`src/rtl/dmem_arb_pkg.sv`:
```
// Shared types and constants for the data-memory port arbiter.
package dmem_arb_pkg;

  typedef enum logic [1:0] {
    IDLE = 2'd0,
    RD   = 2'd1,
    WR   = 2'd2,
    RESP = 2'd3
  } state_t;

  localparam logic [3:0] BE_FULL   = 4'hF;
  localparam logic [3:0] BE_NONE   = 4'h0;
  localparam int         DEPTH_DEF = 64;
  localparam int         IDX_W_DEF = $clog2(DEPTH_DEF);

  // Round-robin pick between two requesters: a lone requester wins,
  // on contention the one that was not served last wins.
  function automatic logic rr_pick(input logic [1:0] valid, input logic last);
    case (valid)
      2'b10:   return 1'b1;
      2'b11:   return ~last;
      default: return 1'b0;
    endcase
  endfunction

endpackage

```
`src/rtl/dmem_be_merge.sv`:
```
// Byte-lane merge: bytes with an enable take new data, the rest keep the old word.
module dmem_be_merge #(
  parameter int DATA_W = 32
) (
  input  logic [DATA_W-1:0] hold,
  input  logic [DATA_W-1:0] wdata,
  input  logic [3:0]        be,
  output logic [DATA_W-1:0] merged
);

  // Per-lane select between the old word and the store data.
  always_comb begin
    merged = hold;
    for (int k = 0; k < 4; k++) begin
      if (be[k]) merged[8*k +: 8] = wdata[8*k +: 8];
    end
  end

endmodule

```
`src/rtl/dmem_port_arbiter.sv`:
```
// Two-requester arbiter/sequencer for a single-port word memory with
// read-modify-write partial stores and out-of-range detection.
//
// state | meaning
// IDLE  | accept one request (round-robin), decide the access path
// RD    | read the addressed word into hold
// WR    | single-cycle memory write of the merged word
// RESP  | one-cycle response pulse to the owner
module dmem_port_arbiter
  import dmem_arb_pkg::*;
#(
  parameter int DATA_W = 32,
  parameter int ADDR_W = 32,
  parameter int DEPTH  = DEPTH_DEF
) (
  input  logic              clk,
  input  logic              rst_n,
  input  logic [1:0]        rq_valid,
  input  logic [1:0]        rq_we,
  input  logic [ADDR_W-1:0] rq0_addr,
  input  logic [ADDR_W-1:0] rq1_addr,
  input  logic [DATA_W-1:0] rq0_wdata,
  input  logic [DATA_W-1:0] rq1_wdata,
  input  logic [3:0]        rq0_be,
  input  logic [3:0]        rq1_be,
  output logic [1:0]        rq_ready,
  output logic [1:0]        rs_valid,
  output logic              rs_err,
  output logic [DATA_W-1:0] rs_rdata,
  output logic              mem_we,
  output logic [ADDR_W-1:0] mem_addr,
  output logic [DATA_W-1:0] mem_wdata,
  input  logic [DATA_W-1:0] mem_rdata
);

  state_t            state;
  logic              last_grant;
  logic              id_q;
  logic              we_q;
  logic [DATA_W-1:0] wdata_q;
  logic [DATA_W-1:0] hold_q;
  logic [3:0]        be_q;

  logic              grant;
  logic              hs;
  logic              g_we;
  logic [ADDR_W-3:0] g_word;
  logic [DATA_W-1:0] g_wdata;
  logic [3:0]        g_be;
  logic              g_oor;
  logic [DATA_W-1:0] m_hold;
  logic [DATA_W-1:0] m_wdata;
  logic [3:0]        m_be;
  logic [DATA_W-1:0] merged;
  logic              unused_addr_lsb;

  // Byte offset bits are ignored: the memory is word addressed.
  assign unused_addr_lsb = ^{rq0_addr[1:0], rq1_addr[1:0]};

  // Grant selection, ready, and the request fields of the granted requester.
  always_comb begin
    grant    = rr_pick(rq_valid, last_grant);
    hs       = (state == IDLE) && (rq_valid != 2'b00);
    rq_ready = 2'b00;
    if (hs) rq_ready[grant] = 1'b1;
    g_we    = rq_we[grant];
    g_word  = grant ? rq1_addr[ADDR_W-1:2] : rq0_addr[ADDR_W-1:2];
    g_wdata = grant ? rq1_wdata : rq0_wdata;
    g_be    = grant ? rq1_be : rq0_be;
    g_oor   = g_word >= (ADDR_W-2)'(DEPTH);
  end

  // Merge inputs: a full store from IDLE merges against zero, a partial
  // store merges against the word being read in RD.
  always_comb begin
    m_hold  = (state == RD) ? mem_rdata : '0;
    m_wdata = (state == IDLE) ? g_wdata : wdata_q;
    m_be    = (state == IDLE) ? g_be : be_q;
  end

  dmem_be_merge #(.DATA_W(DATA_W)) u_merge (
    .hold   (m_hold),
    .wdata  (m_wdata),
    .be     (m_be),
    .merged (merged)
  );

  // Sequencer with registered memory and response outputs.
  always_ff @(posedge clk or negedge rst_n) begin
    if (!rst_n) begin
      state      <= IDLE;
      last_grant <= 1'b1;
      id_q       <= 1'b0;
      we_q       <= 1'b0;
      wdata_q    <= '0;
      hold_q     <= '0;
      be_q       <= '0;
      rs_valid   <= 2'b00;
      rs_err     <= 1'b0;
      rs_rdata   <= '0;
      mem_we     <= 1'b0;
      mem_addr   <= '0;
      mem_wdata  <= '0;
    end else begin
      mem_we   <= 1'b0;
      rs_valid <= 2'b00;
      rs_err   <= 1'b0;
      case (state)
        IDLE: begin
          if (hs) begin
            id_q    <= grant;
            we_q    <= g_we;
            wdata_q <= g_wdata;
            be_q    <= g_be;
            if (g_oor) begin
              state    <= RESP;
              rs_valid <= grant ? 2'b10 : 2'b01;
              rs_err   <= 1'b1;
              rs_rdata <= '0;
            end else if (g_we && (g_be == BE_FULL)) begin
              state     <= WR;
              mem_we    <= 1'b1;
              mem_addr  <= {g_word, 2'b00};
              mem_wdata <= merged;
              hold_q    <= '0;
            end else begin
              state    <= RD;
              mem_addr <= {g_word, 2'b00};
            end
          end
        end
        RD: begin
          hold_q <= mem_rdata;
          if (we_q && (be_q != BE_NONE)) begin
            state     <= WR;
            mem_we    <= 1'b1;
            mem_wdata <= merged;
          end else begin
            state    <= RESP;
            rs_valid <= id_q ? 2'b10 : 2'b01;
            rs_rdata <= mem_rdata;
          end
        end
        WR: begin
          state    <= RESP;
          rs_valid <= id_q ? 2'b10 : 2'b01;
          rs_rdata <= (be_q == BE_FULL) ? '0 : hold_q;
        end
        default: begin
          last_grant <= id_q;
          state      <= IDLE;
        end
      endcase
    end
  end

endmodule
```
`config.mk`:
```
export PLATFORM = sky130hd
export DESIGN_NAME = dmem_port_arbiter
export DESIGN_NICKNAME = d
export VERILOG_FILES = /design/src/rtl/dmem_arb_pkg.sv /design/src/rtl/dmem_be_merge.sv /design/src/rtl/dmem_port_arbiter.sv
export SDC_FILE = /design/constraint.sdc
export NUM_CORES = 1
export LEC_CHECK = 0
export BUFFER_PORTS_ARGS = -buffer_cell sky130_fd_sc_hd__buf_2
export CORE_MARGIN = 1.5
export CORE_UTILIZATION = 54
export DETAILED_ROUTE_END_ITERATION = 7
export PLACE_DENSITY = 0.82
export SKIP_LAST_GASP = 1
export SLEW_MARGIN = 15
export SYNTH_ARGS = -nofsm -noshare
export SYNTH_HDL_FRONTEND = slang
export SYNTH_HIERARCHICAL = 1
export SYNTH_SLANG_ARGS = --single-unit
```
`constraint.sdc`:
```
create_clock -name clk -period 3.4 [get_ports clk]
set_input_delay 0.68 -clock clk [delete_from_list [all_inputs] [get_ports clk]]
set_output_delay 0.68 -clock clk [all_outputs]
set_load 0.1 [all_outputs]
```
==> results of run 1 <==
-- flip-flops by register name (all words and copies together), names as in the netlist, 2 cells and up --
signal and flops:
rs_valid 2, state 2, mem_wdata 32, rs_rdata 32, be_q 4, hold_q 32, wdata_q 32, mem_addr 30
-- per-layer routing --
metal  vias up  part of all wire  track usage  wire [µm]
met1      4541              0.41        0.394      12600
met3        74             0.086       0.0676       2620
met2       503              0.47        0.490      14200
met5         -                 0            0          0
met4         0             0.035        0.132       1070
li1       4412                 -            -          -
-- worst paths after layout --
| path | start | to | slack, ns |
|---|---|---|---|
| worst max-delay path | state[0] | mem_wdata[21] | 0.56 |
| worst min-delay path | rst_n | mem_addr[15] | 0.27 |
| worst max register to register | state[0] | mem_wdata[21] | 0.56 |
| worst min register to register | mem_addr[17] | mem_addr[17] | 0.48 |
| max in group asynchronous | rst_n | hold_q[18] | 2.19 |
| min in group clk | mem_addr[17] | mem_addr[17] | 0.48 |
-- cells by family (layout without fill, tap and decap cells) --
| kind of cell | Yosys count | after routing | synth area share |
|---|---|---|---|
| other cells | 1 | 4 | 0.000365 |
| buf+inv | 140 | 371 | 0.0585 |
| simple gates | 422 | 422 | 0.203 |
| flops | 171 | 171 | 0.416 |
| mux | 109 | 109 | 0.137 |
| compound gates | 252 | 252 | 0.179 |
| fa+ha+maj | 5 | 5 | 0.00608 |
-- area by class of cell --
cell class / count / area share
clock buffers: 17 / 0.0341
diodes: 2 / 0.000401
clock inverters: 15 / 0.0167
repair buffers: 301 / 0.133
well taps: 234 / 0.0234
inverters: 38 / 0.0114
flip-flops and latches: 171 / 0.343
multi-input cells: 790 / 0.439
-- layout by cell type, fill, tap and decap left out, types with 2 or more instances in the layout --
| master | synthesis | layout |
|---|---|---|
| ha_1 | 5 | 4 |
| inv_6 | 0 | 7 |
| mux2_2 | 10 | 10 |
| o22a_1 | 32 | 32 |
| a21boi_0 | 32 | 32 |
| nor4_1 | 18 | 18 |
| bufinv_16 | 0 | 4 |
| buf_2 | 13 | 267 |
| conb_1 | 1 | 2 |
| clkinvlp_4 | 0 | 3 |
| mux2i_1 | 37 | 37 |
| and3_1 | 2 | 2 |
| o21ai_0 | 38 | 38 |
| nand2b_1 | 3 | 2 |
| or3_1 | 2 | 2 |
| clkbuf_16 | 0 | 17 |
| nor3_2 | 0 | 2 |
| inv_1 | 38 | 38 |
| nand2_1 | 157 | 156 |
| buf_12 | 0 | 5 |
| mux2_4 | 62 | 62 |
| o2111ai_1 | 32 | 32 |
| diode_2 | 0 | 2 |
| dfrtp_1 | 170 | 170 |
| nor3b_1 | 33 | 33 |
| a21oi_1 | 40 | 40 |
| and2_1 | 57 | 57 |
| a221oi_1 | 32 | 32 |
| nand3_1 | 97 | 97 |
| nor2_1 | 40 | 40 |
| o211ai_1 | 32 | 32 |
| nand4_1 | 6 | 6 |
| a21o_1 | 2 | 2 |
| buf_4 | 2 | 28 |
-- report_power, final --
group | internal [mW] | switching (mW)
Combinational | 3.05 | 5.67
Sequential | 2.73 | 0.429
Clock | 1.25 | 0.874
-- per-stage QoR --
step	utilization	hold slack (ns)
detailed placement	0.634	0.466
floorplan	-	0.384
global route	0.668	0.339
finish	0.668	0.271
CTS	0.668	0.301
global placement	0.634	0.463
==> results.sh, run 1 <==
export IMPL_setup_tns_final_ns=0
export IMPL_yosysMostFrequentCell="dfrtp_1"
export IMPL_clk_insertion_delay_late_ns=0.43
export IMPL_synthTopCellsByArea="dfrtp_1 (41%), mux2_4 (9.0%), nand2_1 (5.7%)"
export IMPL_powerDensity_nw_per_um2=1120
export IMPL_relSlewSlack=0.210
export IMPL_yosys_warnings=6
export IMPL_drt_total_wl_um=30400
export IMPL_ant_nets=0
export IMPL_cellLeakagePower_nw=6.14
export IMPL_core_area_um2=18700
export IMPL_cts_tree="built"
export IMPL_die_h_um=141
export IMPL_nNetsFinal=1498
export IMPL_final_cell_area_um2=12500
export IMPL_synth_seq_area_share=0.416
export IMPL_layout_setup_ws_ns=0.558
export IMPL_nFillCells=1458
export IMPL_tightest_slew_ns=1.18
export IMPL_synth_top_area_frac=0.414
export IMPL_first_pass_iters=6
export IMPL_final_cells=1568
export IMPL_cp_arrival_ns=3.15
export IMPL_seq_area_um2=4280
export IMPL_antenna_found_initial=2
export IMPL_rsz0062_at_grt="false"
export IMPL_path_cells="inv_1 > ha_4 > buf_4 > nor2_1 > a21oi_1 > buf_4 > mux2_4 > nor3b_1 > a221oi_1 > nand3_1"
export IMPL_via_count=9530
export IMPL_initial_utilization=0.550
export IMPL_fin_crit_ns=2.84
export IMPL_grt_max_degree=79
export IMPL_clock_skew_ns=0.00842
export IMPL_crit_cells=10
export IMPL_critical_path_peak_fanout=44
export IMPL_synth_edf_count=0
export IMPL_synth_common_cells="dfrtp_1 (170), nand2_1 (157), nand3_1 (97)"
export IMPL_slowest_stage="dfrtp_1"
export IMPL_p_total_mw=14.0
export IMPL_wl_per_cell_um=19.4
export IMPL_drt_iter0_drc=753
export IMPL_cts_htree_levels=4
export IMPL_status="finished clean"
export IMPL_postPlaceCellArea_um2=11900
export IMPL_clkTransAtPathRegs_ns=0.07
export IMPL_cpMostUsedCell="buf_4"
export IMPL_via_per_inst=6.08
export IMPL_yosysTopAreaCell="dfrtp_1"
export IMPL_multiInputGateArea_um2=5480
export IMPL_core_rowCount=50
export IMPL_max_stage_delay_ns=0.44
export IMPL_track_usage=0.303
export IMPL_end_kind="flop"
export IMPL_io_buffers=269
export IMPL_synth_cell_types=48
export IMPL_clockRootBuffer="clkbuf_16"
export IMPL_post_cts_buffers=0
export IMPL_ctsResizeCount=0
export IMPL_die_w_um=141
export IMPL_synth_main_ff_cell="dfrtp_1"
export IMPL_cts_num_sinks=171
export IMPL_irDropWorstVdd_v=0.000652
export IMPL_fin_crit_sh=0.836
export IMPL_drc=0
export IMPL_grt_pass1_wl_um=47200
export IMPL_synth_seq_cells=171
export IMPL_critPathRequiredTime_ns=3.71
export IMPL_path_buf_inv=3
export IMPL_num_io_pins=276
export IMPL_async_flop_share=1.00
export IMPL_hold_class="primary input to asynchronous set/reset pin"
export IMPL_grt_overflow=0
export IMPL_hold_viol_final=0
export IMPL_critical_path_top_delay_family="buffers and inverters"
export IMPL_cts_buffer_depth=2
export IMPL_setup_violations=0
export IMPL_dp_cells=1534
export IMPL_cts_hold_repair_buffers=0
export IMPL_rr_worst_depth=10
export IMPL_gp_congestion=0.827
export IMPL_place_ws_ns=0.434
export IMPL_crit_type="flop to flop"
export IMPL_dieArea_um2=19900
export IMPL_drv_cap=0
export IMPL_cp_start_kind="flop"
export IMPL_first_global_vias=8928
export IMPL_place_hpwl_um=21100
export IMPL_synth_cells=1100
export IMPL_clock_fmax_mhz=352
export IMPL_avgSynthCellArea_um2=9.35
export IMPL_drive_gt1_frac=0.315
export IMPL_slew_violations=0
export IMPL_areaGrowthSynthToFinish_pct=21.4
export IMPL_cts_buffers=17
export IMPL_synth_area_um2=10300
No activity file was read; power rests on OpenSTA's default activity.
==> inputs of run 2 (changes only) <==
--- a/config.mk
+++ b/config.mk
@@ -5,11 +5,12 @@
 export SDC_FILE = /design/constraint.sdc
 export NUM_CORES = 1
 export LEC_CHECK = 0
+export ABC_AREA = 1
 export BUFFER_PORTS_ARGS = -buffer_cell sky130_fd_sc_hd__buf_2
 export CORE_MARGIN = 1.5
-export CORE_UTILIZATION = 54
+export CORE_UTILIZATION = 47
 export DETAILED_ROUTE_END_ITERATION = 7
-export PLACE_DENSITY = 0.82
+export PLACE_DENSITY = 0.77
 export SKIP_LAST_GASP = 1
 export SLEW_MARGIN = 15
 export SYNTH_ARGS = -nofsm -noshare
==> constraint.sdc (replaced) <==
create_clock -name clk -period 2.3 [get_ports clk]
set_input_delay 0.46 -clock clk [delete_from_list [all_inputs] [get_ports clk]]
set_output_delay 0.46 -clock clk [all_outputs]
set_load 0.1 [all_outputs]
==> results.sh, run 2 <==
export IMPL_status="finished clean"
export IMPL_dieArea_um2=20500
export IMPL_via_count=8869
export IMPL_powerDensity_nw_per_um2=1520
export IMPL_drive_gt1_frac=0.249
export IMPL_synth_cell_types=28
export IMPL_pwr_share_seq=0.255
export IMPL_crit_type="flop to primary output"
export IMPL_final_cell_area_um2=11800
export IMPL_postPlaceCellArea_um2=11000
export IMPL_antenna_found_initial=0
export IMPL_cts_tree="built"
export IMPL_clockRootBuffer="clkbuf_16"
export IMPL_n_antenna_cell=0
export IMPL_areaGrowthSynthToFinish_pct=28.5
export IMPL_first_global_vias=7778
export IMPL_grt_overflow=0
export IMPL_p_sw_mw=9.54
export IMPL_hp_start="rq_we[1]"
export IMPL_via_per_inst=4.94
export IMPL_synth_seq_cells=171
export IMPL_r2r_start="last_grant"
export IMPL_clk_insertion_delay_late_ns=0.43
export IMPL_seq_area_um2=4280
export IMPL_multiInputGateArea_um2=4120
export IMPL_synth_seq_area_share=0.464
export IMPL_synth_cells=1262
export IMPL_cellLeakagePower_nw=7.01
export IMPL_synth_top_area_frac=0.461
export IMPL_clock_fmax_mhz=440
export IMPL_fin_crit_sh=0.988
export IMPL_avgSynthCellArea_um2=7.31
export IMPL_final_cell_mix="nand2_1 (525), buf_2 (266), dfrtp_1 (170)"
export IMPL_yosysTopAreaCell="dfrtp_1"
export IMPL_cts_buffer_depth=2
export IMPL_nFillCells=1689
export IMPL_clock_skew_ns=0.00789
export IMPL_drt_total_wl_um=25500
export IMPL_async_flop_share=1.00
export IMPL_startpoint="state[1]"
export IMPL_synthTopCellsByArea="dfrtp_1 (46%), nand2_1 (22%), o21ai_0 (7.4%)"
export IMPL_drt_iter0_drc=818
export IMPL_wl_per_cell_um=14.2
export IMPL_synth_main_ff_cell="dfrtp_1"
export IMPL_relSlewSlack=0.607
export IMPL_critPathRequiredTime_ns=1.84
export IMPL_cts_num_sinks=171
export IMPL_track_usage=0.242
export IMPL_core_rowCount=51
export IMPL_io_buffers=269
export IMPL_dp_cells=1751
export IMPL_setup_violations=0
export IMPL_die_h_um=143
export IMPL_grt_max_degree=68
export IMPL_gp_congestion=0.896
export IMPL_swShare=0.531
export IMPL_drc=0
export IMPL_critical_path_peak_fanout=5
export IMPL_p_total_mw=17.9
export IMPL_p_int_mw=8.41
export IMPL_timing_hold_ws_ns=0.320
export IMPL_hold_class="primary input to flop"
export IMPL_yosys_warnings=6
export IMPL_slew_violations=0
export IMPL_cts_htree_levels=4
export IMPL_cp_start_kind="flop"
export IMPL_cts_buffers=17
export IMPL_irDropWorstVdd_v=0.000613
export IMPL_grt_pass1_wl_um=38700
export IMPL_place_hpwl_um=17900
export IMPL_initial_utilization=0.477
export IMPL_num_io_pins=276
export IMPL_tightest_slew_ns=0.585
export IMPL_drv_cap=0
export IMPL_fin_crit_ns=2.27
export IMPL_pwr_share_comb=0.575
export IMPL_ant_nets=0
export IMPL_nNetsFinal=1695
export IMPL_hold_viol_final=0
export IMPL_cp_arrival_ns=1.81
export IMPL_synth_area_um2=9220
export IMPL_synth_edf_count=0
export IMPL_end_kind="primary output"
export IMPL_first_pass_iters=5
export IMPL_die_w_um=143
export IMPL_post_route_util=0.613
export IMPL_core_area_um2=19300
export IMPL_clkTransAtPathRegs_ns=0.06
export IMPL_p_clk_frac=0.170
export IMPL_final_cells=1794
export IMPL_yosysMostFrequentCell="nand2_1"
export IMPL_final_common_cell="nand2_1"
export IMPL_synth_common_cells="nand2_1 (533), dfrtp_1 (170), o21ai_0 (137)"
## run 2: logic make-up after synthesis
| kind of cell | Yosys count | synth area share |
|---|---|---|
| fa+ha+maj | 5 | 0.00678 |
| mux | 32 | 0.0347 |
| simple gates | 696 | 0.314 |
| flops | 171 | 0.464 |
| compound gates | 143 | 0.0780 |
| buf+inv | 214 | 0.102 |
| other cells | 1 | 0.000407 |
## run 2: power by group through the flow
stage | Combinational [mW] | Clock (mW) | Sequential, mW
4_1_cts | 9.96 | 3.08 | 4.56
2_1_floorplan | 4.35 | 0 | 7.89
3_5_place_dp | 9.83 | 0 | 4.61
5_1_grt | 11.1 | 3.19 | 4.68
6_report | 10.3 | 3.06 | 4.57
3_3_place_gp | 9.66 | 0 | 4.58
## run 2: what timing repair did
item / 4_1_cts / 5_1_grt
hold endpoints to repair: 46 / 0
buffers inserted: 2 / 4
pin swaps: 0 / 7
hold buffers: 1 / 0
setup endpoints to repair: 3 / 130
gates resized for setup: 4 / 23
cloned: 0 / 4
## run 2: final cells by class
class | count | share of cell area
clock inverter | 11 | 0.0132
timing repair buffer | 316 | 0.168
tap | 265 | 0.0280
inverter | 132 | 0.0421
multi-input combinational | 878 | 0.348
sequential | 171 | 0.361
clock buffer | 21 | 0.0397
## run 2: worst paths after layout
check / end / slack [ns] / depth (start not counted)
setup / recovery: rq_ready[0] / 0.03 / 7
hold / removal: we_q / 0.32 / 3
setup reg to reg: hold_q[6] / 0.08 / 12
hold reg to reg: mem_addr[18] / 0.46 / 2
max in group asynchronous: last_grant / 1.07 / 3
min in group asynchronous: rs_rdata[18] / 0.55 / 2
## run 2: critical path, cell delays in order, from the launching register on
cell and delay (ns):
dfrtp_1 0.38, inv_1 0.12, ha_4 0.19, inv_1 0.10, nor2_4 0.14, inv_2 0.10
nor2_4 0.16, buf_12 0.19
## run 2: through the flow
stage	setup TNS, ns	setup WS [ns]
2_1_floorplan	0	0.102
3_3_place_gp	0	0.0547
3_5_place_dp	0	0.00487
4_1_cts	-0.00342	-0.00342
5_1_grt	-0.653	-0.0320
6_report	0	0.0276
## run 2: layer usage
layer / GRT usage / vias up / wire (µm)
li1: - / 4458 / -
met1: 0.344 / 4050 / 11500
met2: 0.365 / 312 / 11600
met3: 0.0459 / 49 / 1590
met4: 0.0955 / 0 / 697
met5: 0 / - / 0
